### src/rtl/multiply_shift_add_pkg.sv
`default_nettype none
// +--------------------------------------------------------------------+
// | multiply_shift_add_pkg                                             |
// | Shared width constants and control-state encoding for the          |
// | iterative shift-and-add multiplier.                                |
// | Rev 1.0                                                            |
// +--------------------------------------------------------------------+
package multiply_shift_add_pkg;

    localparam int MUL_W = 32;
    localparam int CNT_W = 6;

    typedef enum logic [1:0] {
        IDLE = 2'd0,
        RUN  = 2'd1,
        DONE = 2'd2
    } state_t;

endpackage
`default_nettype wire

### src/rtl/multiply_shift_add_abs_sign.sv
`default_nettype none
// +--------------------------------------------------------------------+
// | multiply_shift_add_abs_sign                                        |
// | Splits a two's complement operand into an unsigned magnitude and   |
// | a sign bit.                                                        |
// | Rev 1.0                                                            |
// +--------------------------------------------------------------------+
module multiply_shift_add_abs_sign
    import multiply_shift_add_pkg::*;
#(
    parameter int WIDTH = MUL_W
) (
    input  logic [WIDTH-1:0] value,
    output logic [WIDTH-1:0] magnitude,
    output logic             negative
);

    // Magnitude is read as unsigned, so the most negative input maps to 2^(WIDTH-1).
    assign negative  = value[WIDTH-1];
    assign magnitude = negative ? (~value + 1'b1) : value;

endmodule
`default_nettype wire

### src/rtl/multiply_shift_add.sv
`default_nettype none
// +--------------------------------------------------------------------+
// | multiply_shift_add                                                 |
// | Iterative signed WIDTH x WIDTH -> 2*WIDTH multiplier, one          |
// | partial-product step per clock, level-based begin/end handshake.   |
// | Rev 1.0                                                            |
// +--------------------------------------------------------------------+
module multiply_shift_add
    import multiply_shift_add_pkg::*;
#(
    parameter int WIDTH = MUL_W
) (
    input  logic                 clk,
    input  logic                 rst,
    input  logic                 mult_begin,
    input  logic [WIDTH-1:0]     mult_op1,
    input  logic [WIDTH-1:0]     mult_op2,
    output logic [2*WIDTH-1:0]   product,
    output logic                 mult_end
);

    localparam logic [CNT_W-1:0] c_last_step = CNT_W'(WIDTH - 1);

    state_t               r_state;
    logic [2*WIDTH-1:0]   r_mcand;
    logic [WIDTH-1:0]     r_mplier;
    logic [2*WIDTH-1:0]   r_acc;
    logic [CNT_W-1:0]     r_count;
    logic                 r_sign;

    logic [WIDTH-1:0]     w_mag1;
    logic [WIDTH-1:0]     w_mag2;
    logic                 w_neg1;
    logic                 w_neg2;
    logic [2*WIDTH-1:0]   w_addend;
    logic [2*WIDTH-1:0]   w_acc_sum;
    logic [2*WIDTH-1:0]   w_result;

    multiply_shift_add_abs_sign #(.WIDTH(WIDTH)) u_abs_op1 (
        .value     (mult_op1),
        .magnitude (w_mag1),
        .negative  (w_neg1)
    );

    multiply_shift_add_abs_sign #(.WIDTH(WIDTH)) u_abs_op2 (
        .value     (mult_op2),
        .magnitude (w_mag2),
        .negative  (w_neg2)
    );

    assign w_addend  = r_mplier[0] ? r_mcand : '0;
    assign w_acc_sum = r_acc + w_addend;
    // Negating zero yields zero, so a zero product never carries a sign.
    assign w_result  = r_sign ? (~w_acc_sum + 1'b1) : w_acc_sum;

    always_ff @(posedge clk or posedge rst) begin
        if (rst) begin
            r_state  <= IDLE;
            r_mcand  <= '0;
            r_mplier <= '0;
            r_acc    <= '0;
            r_count  <= '0;
            r_sign   <= 1'b0;
            product  <= '0;
            mult_end <= 1'b0;
        end else begin
            case (r_state)
                IDLE: begin
                    mult_end <= 1'b0;
                    if (mult_begin) begin
                        r_mcand  <= {{WIDTH{1'b0}}, w_mag1};
                        r_mplier <= w_mag2;
                        r_sign   <= w_neg1 ^ w_neg2;
                        r_acc    <= '0;
                        r_count  <= '0;
                        r_state  <= RUN;
                    end
                end
                RUN: begin
                    if (!mult_begin) begin
                        r_state <= IDLE;
                    end else begin
                        r_acc    <= w_acc_sum;
                        r_mcand  <= r_mcand << 1;
                        r_mplier <= r_mplier >> 1;
                        r_count  <= r_count + 1'b1;
                        if (r_count == c_last_step) begin
                            product  <= w_result;
                            mult_end <= 1'b1;
                            r_state  <= DONE;
                        end
                    end
                end
                DONE: begin
                    // Holding here until the requester drops begin prevents a re-trigger.
                    if (!mult_begin) begin
                        mult_end <= 1'b0;
                        r_state  <= IDLE;
                    end
                end
                default: begin
                    mult_end <= 1'b0;
                    r_state  <= IDLE;
                end
            endcase
        end
    end

endmodule
`default_nettype wire

### config.mk
export PLATFORM = sky130hd
export DESIGN_NAME = multiply_shift_add
export DESIGN_NICKNAME = d
export VERILOG_FILES = /design/src/rtl/multiply_shift_add_pkg.sv /design/src/rtl/multiply_shift_add_abs_sign.sv /design/src/rtl/multiply_shift_add.sv
export SDC_FILE = /design/constraint.sdc
export NUM_CORES = 1
export LEC_CHECK = 0
export BUFFER_PORTS_ARGS = -buffer_cell sky130_fd_sc_hd__clkbuf_2
export CORE_UTILIZATION = 56
export DETAILED_ROUTE_END_ITERATION = 7
export PLACE_DENSITY = 0.83
export SYNTH_ARGS = -nofsm -noshare
export SYNTH_HDL_FRONTEND = slang
export SYNTH_SLANG_ARGS = --single-unit
### constraint.sdc
create_clock -name clk -period 6.5 [get_ports clk]
set_input_delay 0.325 -clock clk [delete_from_list [all_inputs] [get_ports clk]]
set_output_delay 0.325 -clock clk [all_outputs]
set_load 0.02 [all_outputs]
# --- Word level (Yosys, flattened, before mapping) ---
# Index checks and enable logic that the tools add are counted.
classes:
  add_sub_neg: 5
  n_eq_ne: 8
  muxes: 25
  bitwise_logic: 4
  n_reduce_logical: 7
ops:
  columns: ["cell", "count"]
  rows:
  - ["$mux W64", 6]
  - ["$pmux W64 S2", 2]
  - ["$mux W32", 4]
  - ["$add A32 B1 Y32 const B", 2]
  - ["$add A64 B1 Y64 const B", 1]
  - ["$add A64 B64 Y64", 1]
  - ["$not A32 Y32", 2]
  - ["$not A64 Y64", 1]
  - ["$pmux W32 S2", 1]
  - ["$mux W6", 2]
  - ["$pmux W6 S2", 1]
  - ["$reduce_and A3 Y1", 4]
  - ["$mux W2", 4]
  - ["$ne A2 B2 Y1 const B", 4]
  - ["$add A6 B1 Y6 const B", 1]
  - ["$eq A6 B5 Y1 const B", 1]
  - ["$pmux W2 S3", 1]
  - ["$mux W1", 3]
  - ["$ne A3 B3 Y1 const B", 1]
  - ["$eq A2 B1 Y1 const B", 1]
  - ["$eq A2 B2 Y1 const B", 1]
  - ["$logic_not A2 Y1", 1]
  - ["$pmux W1 S2", 1]
  - ["$reduce_and A2 Y1", 1]
  - ["other kinds (2)", 2]
totals:
  register_bits: 234
  out_inout_bits: 65

# --- Depth between registers and ports, before layout ---
# Gate-level depths: netlist (run 1).
depth:
  depth_word: 5
  ltp_mapped: 17

# --- Modules after synthesis ---
# Synthesis (run 1) repeated with hierarchy kept, for this count alone.
unflattened:
  cells_unflattened: 2238
  hier_area_um2: 18465.2
modules_own_cells:
  columns: ["module", "n_inst", "cells_each", "area_each_um2", "seq_area_each_um2"]
  rows:
  - ["multiply_shift_add", 1, 2032, 16896.2, 5855.6]
  - ["multiply_shift_add_abs_sign", 2, 103, 784.5, 0.0]

# --- Worst setup path after synthesis (run 1) ---
# OpenSTA, ideal clock, no wires.
synth_timing:
  path_kind: "register to register"
  start: "reg r_mplier[0]"
  end: "reg product[59]"
  setup_ps: 69
  arrival_time_ps: 4567
  t_required_ps: 6431
  setup_slack_ps: 1863
  stages_incl_launch_ff: 17
  n_path_buf: 3
  path_cell_list: "dfrtp_1 -> clkbuf_1 -> clkbuf_1 -> and2_1 -> ha_1 -> buf_2 -> a21oi_1 -> nand2_1 -> o21a_1 -> or3_1 -> a2111o_1 -> or4b_4 -> or4_4 -> nor4_4 -> nand4_2 -> or3_1 -> nand3_1"
synth_between:
  elab_chain_cells: 5
synth_rtl:
  columns: ["item", "line", "text"]
  rows:
  - ["from (decl)", "multiply_shift_add.sv:26", "logic [WIDTH-1:0] r_mplier;"]
  - ["from (signal assigned)", "multiply_shift_add.sv:72", "r_mplier <= w_mag2;"]
  - ["from (signal assigned)", "multiply_shift_add.sv:85", "r_mplier <= r_mplier >> 1;"]
  - ["$mux W64 *", "multiply_shift_add.sv:51", "assign w_addend = r_mplier[0] ? r_mcand : '0;"]
  - ["$add A64 B64 Y64 *", "multiply_shift_add.sv:52", "assign w_acc_sum = r_acc + w_addend;"]
  - ["$not A64 Y64", "multiply_shift_add.sv:54", "assign w_result = r_sign ? (~w_acc_sum + 1'b1) : w_acc_sum;"]
  - ["$add A64 B1 Y64", "multiply_shift_add.sv:54", null]
  - ["$mux W64 *", "multiply_shift_add.sv:54", null]
  - ["to (signal assigned)", "multiply_shift_add.sv:88", "product <= w_result;"]
  - ["to (decl)", "multiply_shift_add.sv:18", "output logic [2*WIDTH-1:0] product,"]
# Every way passes the cells marked *; elsewhere a longest branch is shown, timed or not.
# A chain may end at the register's enable or synchronous reset.

# --- Worst setup path after layout (run 1) ---
layout_timing:
  start: "reg r_mplier[0]"
  end: "reg product[58]"
# Same word-level chain as after synthesis.

==> impl_metrics.py, run 1 <==
metrics = {
    "worst_setup_path": {
        "path_class": "reg -> reg",
        "arrival_ns": 6.07,
        "worstSetupEndpointType": "register",
        "path_max_fanout": 42,
        "max_stage_delay_ns": 0.96,
        "required_ns": 6.92,
        "critPathLaunchType": "register",
        "crit_chain": "buf_4 -> and2_1 -> ha_1 -> nand4_1 -> nor3_1 -> nand2_1 -> a2111oi_0 -> buf_4 -> nor3_1 -> a2111oi_0 -> inv_1 -> and4_1 -> and3_1 -> mux2i_1 -> nand2_1",
        "cp_slowest_cell": "a2111oi_0",
    },
    "synth": {
        "ys_ff_latch": 234,
        "ys.flop_type": "dfrtp_1",
        "syn_inst": 2202,
        "synth-xor-area-share": 0.0657,
        "synth_simple_gate_area_frac": 0.231,
        "async_flop_share": 1.00,
        "synth_fa_ha_area_frac": 0.0484,
        "synthMuxAreaShare": 0.0145,
        "yosysSeqAreaShare": 0.330,
        "synth_edf_count": 0,
        "synth_top_family_by_area": "compound AO/OA/AOI/OAI gates",
        "syn_avg_cell_area_um2": 8.05,
        "yosysWarnings": 0,
        "synth.cell_area_mm2": 0.0177,
        "synth_compound_area_frac": 0.277,
        "syn-num-nets": 2337,
        "synth_cell_types": 83,
    },
    "die": {
        "design.die.area_mm2": 0.0324,
        "io_pins": 132,
        "die_h_um": 180,
        "rows": 64,
        "dieWidth_um": 180,
        "core_area_mm2": 0.0309,
        "start_util": 0.574,
    },
    "timing": {
        "fin_ws_ns": 0.848,
        "slew_viol_final": 0,
        "setup_viol": 0,
        "relSlewSlack": 0.170,
        "finalHoldViolations": 0,
        "worstMarginPinSlew_ns": 1.24,
        "max_freq_ghz": 0.177,
        "fin_crit_ns": 5.65,
        "post-route-period-util": 0.870,
        "fin_setup_tns_ns": 0,
        "rsz0062_at_grt": "false",
        "skew_ns": 0.0148,
    },
    "flow_run": {
        "maxCapViolCount": 0,
    },
    "worst_hold_path": {
        "min_path_type": "in -> async",
    },
    "clock_tree": {
        "insertion_delay_ns": 0.55,
        "cts_tree": "built",
        "cts.htree.levels": 1,
        "cts_resized": 0,
        "clock_path_buffers": 3,
        "cts_buffers": 26,
        "clock_sinks": 234,
        "cts.reportedPaths.clkPinSlew_ns": 0.06,
        "postCtsSetupBuffers": 0,
        "cts_root_buffer": "clkbuf_16",
        "ctsHoldBuffers": 0,
    },
    "placement": {
        "place_inst": 2632,
        "hpwlAfterDp_um": 43400,
        "dp_slack_ns": 1.02,
        "place_congestion": 1.08,
        "io_buffers": 131,
    },
    "route": {
        "num_vias": 17600,
        "post_drt_wl_per_cell_um": 21.2,
        "drc_errors": 10,
        "viasPerCell": 6.58,
        "drt_first_pass_iters": 8,
        "wirelength_um": 56800,
        "drt_iter0_markers": 2047,
        "ant_nets": 0,
    },
    "pwr": {
        "power_mw": 4.28,
        "worst_ir_drop_vdd_mv": 0.182,
        "power_density_mw_per_mm2": 220,
        "total_leakage_power_nw": 8.84,
    },
    "finish": {
        "drive_above_1_share": 0.104,
        "multi_input_area_mm2": 0.0113,
        "mostFrequentLayoutCells": "nand2_1, dfrtp_1, o21ai_0, nor2_1, a21oi_1",
        "seqCellArea_mm2": 0.00586,
        "area_growth_pct": 9.92,
        "n_antenna_cell": 0,
        "final_util": 0.631,
        "n_fill_cell": 2733,
        "layout_commonest_cell": "nand2_1",
        "fin_cells": 2678,
        "fin_nets": 2399,
    },
    "global_routing": {
        "grt_pass1_vias": 16300,
        "overflow": 0,
        "grt_pass1_wl_um": 89800,
        "antenna_found_initial": 0,
        "grt_usage": 0.348,
        "grt_max_degree": 118,
    },
    "run_status": {
        "violations": "DRC",
        "status": "finished with violations",
    },
}
metrics by stage:
stage               hold WS [ns]  area [um^2]
floorplan                  0.450        17700
global placement           0.460        18600
detailed placement         0.469        18600
CTS                       0.0377        19500
global route              0.0541        19500
finish                    0.0393        19500
sequential cells by signal, indices dropped and copies added (netlist names):
| register | cells |
|---|---|
| mult_end | 1 |
| r_acc | 64 |
| r_mplier | 32 |
| r_mcand | 64 |
| r_state | 2 |
| product | 64 |
| r_count | 6 |
| r_sign | 1 |
worst max-delay path: cells and delay by family (launching register included):
kind | cells | cell delay (ns)
compound gates | 2 | 1.59
fa+ha+maj | 1 | 0.34
buf+inv | 3 | 1.01
flops | 1 | 0.70
mux | 1 | 0.11
simple gates | 8 | 1.73
cells by family (layout without fill, tap and decap cells):
group / Yosys count / in the layout
adder cells (fa/ha/maj): 68 / 68
AO/OA/AOI/OAI: 748 / 748
XOR/XNOR: 133 / 133
flip-flops: 234 / 234
AND/OR/NAND/NOR: 838 / 838
buffers and inverters: 156 / 236
multiplexers: 25 / 25
layout make-up:
class,count,share of cell area
tap,396,0.0254
clock buffer,34,0.0354
timing repair buffer,161,0.0452
inverter,29,0.00578
clock inverter,12,0.00815
multi-input combinational,1812,0.579
sequential,234,0.301
final timing paths:
kind                             start           to  slack [ns]  cells past startpoint
setup / recovery           r_mplier[0]  product[58]        0.85                     15
min in group clk           mult_op1[0]   r_mcand[0]        0.05                      2
max in group asynchronous          rst   r_state[0]        4.99                      4
hold / removal                     rst   product[1]        0.04                      3
setup reg to reg           r_mplier[0]  product[58]        0.85                     15
hold reg to reg            product[46]  product[46]        0.48                      2
Yosys cell counts, drive strengths merged (6+ instances only):
master	n	area [um^2]
a21boi	7	52.6
nand3	36	180
or3	28	175
nor3	39	200
a211oi	25	188
mux2	6	67.6
mux2i	19	190
nor2	188	706
inv	29	109
nand4	41	263
o21a	14	105
o211ai	21	158
clkbuf	112	420
and4	9	80.1
nor2b	9	63.8
xor2	97	850
and3	12	75.1
a21o	30	225
and2	80	502
o2111ai	9	78.8
a21oi	163	816
a211o	9	78.8
dfrtp	234	5860
ha	67	838
a2111oi	10	87.6
nand2	302	1130
nand2b	14	87.6
xnor2	36	315
a221oi	8	70.1
o31ai	40	300
o21ai	227	1140
o41ai	19	166
nor4	27	199
o31a	6	62.6
o211a	11	110
a22o	83	727
or4	16	124
a222oi	7	70.1
nand4b	6	52.6
a22oi	10	75.1
or2	10	62.6
buf	15	70.1
a31oi	12	75.1
routing by layer:
| layer | wire [um] | track usage | share of wire | vias up |
|---|---|---|---|---|
| met1 | 26400 | 0.529 | 0.47 | 8382 |
| met5 | 0 | 0 | 0 | - |
| met4 | 1220 | 0.0769 | 0.022 | 0 |
| met3 | 6100 | 0.0735 | 0.11 | 91 |
| li1 | - | - | - | 8281 |
| met2 | 23000 | 0.501 | 0.41 | 875 |
where the power goes:
| group | leakage (nW) | internal [mW] | switching (mW) | total, mW |
|---|---|---|---|---|
| Clock | 0.409 | 0.871 | 0.632 | 1.50 |
| Combinational | 5.26 | 0.391 | 0.706 | 1.10 |
| Sequential | 3.17 | 1.56 | 0.122 | 1.68 |
| Total | 8.84 | 2.82 | 1.46 | 4.28 |
No activity file was read; power rests on OpenSTA's default activity.
==> run 2: changes to the inputs <==
--- a/config.mk
+++ b/config.mk
@@ -5,10 +5,11 @@
 export SDC_FILE = /design/constraint.sdc
 export NUM_CORES = 1
 export LEC_CHECK = 0
+export ABC_AREA = 1
 export BUFFER_PORTS_ARGS = -buffer_cell sky130_fd_sc_hd__clkbuf_2
-export CORE_UTILIZATION = 56
+export CORE_UTILIZATION = 57
 export DETAILED_ROUTE_END_ITERATION = 7
-export PLACE_DENSITY = 0.83
+export PLACE_DENSITY = 0.84
 export SYNTH_ARGS = -nofsm -noshare
 export SYNTH_HDL_FRONTEND = slang
 export SYNTH_SLANG_ARGS = --single-unit
==> impl_metrics.py, run 2 <==
metrics = {
    "run_status": {
        "status": "finished, final reports clean",
    },
    "timing": {
        "slew_viol_final": 0,
        "relSlewSlack": 0.105,
        "max_freq_ghz": 0.207,
        "fin_setup_tns_ns": 0,
        "fin_ws_ns": 1.66,
        "skew_ns": 0.0111,
        "rsz0062_at_grt": "false",
        "post-route-period-util": 0.744,
        "fin_crit_ns": 4.84,
        "setup_viol": 0,
        "finalHoldViolations": 0,
        "worstMarginPinSlew_ns": 1.34,
    },
    "synth": {
        "synth_top_area_share": 0.302,
        "synth.cell_area_mm2": 0.0194,
        "syn-num-nets": 3358,
        "ys.flop_type": "dfrtp_1",
        "synth.area.top_cells": "dfrtp_1, nand2_1, inv_1",
        "yosysMostFrequentCell": "nand2_1",
        "yosysTopAreaCell": "dfrtp_1",
        "async_flop_share": 1.00,
        "yosysSeqAreaShare": 0.302,
        "synth_cell_types": 47,
        "syn_avg_cell_area_um2": 6.02,
        "synth_edf_count": 0,
        "ys_ff_latch": 234,
        "synth_commonest_cells": "nand2_1, inv_1, o21ai_0, dfrtp_1, nor2_1",
        "syn_inst": 3223,
        "yosysWarnings": 0,
    },
    "die": {
        "design.die.area_mm2": 0.0348,
        "dieWidth_um": 187,
        "die_h_um": 187,
        "io_pins": 132,
        "start_util": 0.579,
        "core_area_mm2": 0.0335,
        "rows": 67,
    },
    "placement": {
        "place_congestion": 1.06,
        "io_buffers": 131,
        "dp_slack_ns": 1.92,
        "hpwlAfterDp_um": 52400,
    },
    "finish": {
        "area_growth_pct": 9.82,
        "fin_nets": 3450,
        "n_antenna_cell": 0,
        "reg_top3": "product (64), r_acc (64), r_mcand (64)",
        "drive_above_1_share": 0.0936,
        "mostFrequentLayoutCells": "nand2_1, inv_1, o21ai_0, dfrtp_1, nor2_1",
        "layout_commonest_cell": "nand2_1",
    },
    "worst_setup_path": {
        "path_class": "reg -> reg",
        "critPathLaunchType": "register",
        "cp_slowest_cell": "dfrtp_2",
        "cp.depth": 18,
        "rr_startpoint": "r_mplier[0]",
        "crit_chain": "nand2_1 -> inv_1 -> ha_1 -> nand2_1 -> nor2_1 -> nand2_1 -> nor2_1 -> nand3_1 -> nand4_1 -> nand2_1 -> nor2_1 -> nand2_1 -> nor2_1 -> nand2_1 -> o21bai_2 -> nand3_1 -> nand3_1 -> nand2_1",
        "path_max_fanout": 65,
        "critPathBufInv": 1,
        "required_ns": 6.92,
        "arrival_ns": 5.26,
        "worstSetupEndpointType": "register",
        "worstRegToRegCells": 18,
        "crit_family": "simple AND/OR/NAND/NOR gates",
        "max_stage_delay_ns": 1.25,
        "rrSetupSlack_ns": 1.66,
        "r2r-end": "product[63]",
        "crit_path_frequent_cell": "nand2_1",
    },
    "pwr": {
        "total_leakage_power_nw": 12.2,
        "p_clk_frac": 0.302,
        "combPwrFrac": 0.349,
        "seqPwrFrac": 0.349,
        "power_density_mw_per_mm2": 232,
        "p_sw_mw": 1.99,
        "worst_ir_drop_vdd_mv": 0.222,
        "power_mw": 4.95,
        "switching_share": 0.401,
        "internal_power_mw": 2.96,
    },
    "global_routing": {
        "antenna_found_initial": 0,
        "grt_max_degree": 112,
        "overflow": 0,
        "grt_usage": 0.377,
        "grt_pass1_wl_um": 104000,
        "grt_pass1_vias": 19300,
    },
    "route": {
        "wl_met3_um": 6590,
        "drc_errors": 0,
        "highest_layer": "met4",
        "met2WireLength_um": 27600,
        "post_drt_wl_per_cell_um": 17.2,
        "viasPerCell": 5.51,
        "m1WireLength_um": 29700,
        "drt_iter0_markers": 1997,
        "drt_first_pass_iters": 8,
        "wirelength_um": 65200,
        "ant_nets": 0,
        "num_vias": 20800,
    },
    "clock_tree": {
        "cts_buffers": 27,
        "insertion_delay_ns": 0.55,
        "cts.reportedPaths.clkPinSlew_ns": 0.06,
        "cts_tree": "built",
        "cts.htree.levels": 1,
        "cts_resized": 0,
        "cts_root_buffer": "clkbuf_16",
        "clock_path_buffers": 3,
        "clock_sinks": 234,
    },
    "worst_hold_path": {
        "min_from": "mult_op1[0]",
        "min_path_type": "in -> reg",
        "whs_path_depth": 3,
        "min_to": "r_mcand[0]",
    },
    "flow_run": {
        "maxCapViolCount": 0,
    },
}
## run 2: how the worst max path moves through the flow
stage	startpoint	end
after floorplan	rst	mult_end
after global placement	r_mplier[0]	product[62]
after detailed placement	r_mplier[0]	product[63]
after CTS	r_mplier[0]	product[63]
after global routing	r_mplier[0]	product[63]
final	r_mplier[0]	product[63]
## run 2: worst min-delay path: stages
cell and delay (ns):
clkbuf_2 0.08, inv_1 0.08, o21ai_0 0.10
## run 2: layout make-up
| class | count | area (um^2) |
|---|---|---|
| tap | 448 | 561 |
| inverter | 564 | 2120 |
| multi-input combinational | 2344 | 11100 |
| fill | 3266 | 12200 |
| timing repair buffer | 144 | 768 |
| clock buffer | 35 | 746 |
| clock inverter | 13 | 119 |
| sequential | 234 | 5860 |
## run 2: metrics by stage
stage               utilization  hold slack [ns]  area [um^2]  cells
floorplan                     -            0.441        19400   3223
global placement          0.610            0.461        20400   3733
detailed placement        0.610            0.463        20400   3733
CTS                       0.636           0.0684        21300   3782
global route              0.636            0.109        21300   3782
finish                    0.636           0.0803        21300   3782
## run 2: kinds of logic (layout without fill, tap and decap cells)
logic type,after synthesis,after routing,share of synthesized area
compound gates,441,441,0.120
xor+xnor,62,62,0.0287
fa+ha+maj,68,68,0.0442
buf+inv,645,756,0.125
flops,234,234,0.302
simple gates,1773,1773,0.380
## run 2: repair_timing
| item | in CTS | in global routing |
|---|---|---|
| endpoints found under the hold margin | 36 | 0 |
| hold buffers | 1 | 0 |
| setup buffers | 0 | 0 |
## run 2: routing by layer
metal	vias to the layer above	global-route usage
met2	953	0.575
met4	0	0.0750
li1	10200	-
met1	9606	0.566
met3	79	0.0557
met5	-	0
## run 2: power by group through the flow
stage | registers (mW) | logic (mW) | clock network [mW]
2_1_floorplan | 1.67 | 1.27 | 0
3_5_place_dp | 1.74 | 1.69 | 0
5_1_grt | 1.74 | 1.93 | 1.57
3_3_place_gp | 1.74 | 1.64 | 0
4_1_cts | 1.72 | 1.70 | 1.50
6_report | 1.73 | 1.73 | 1.49
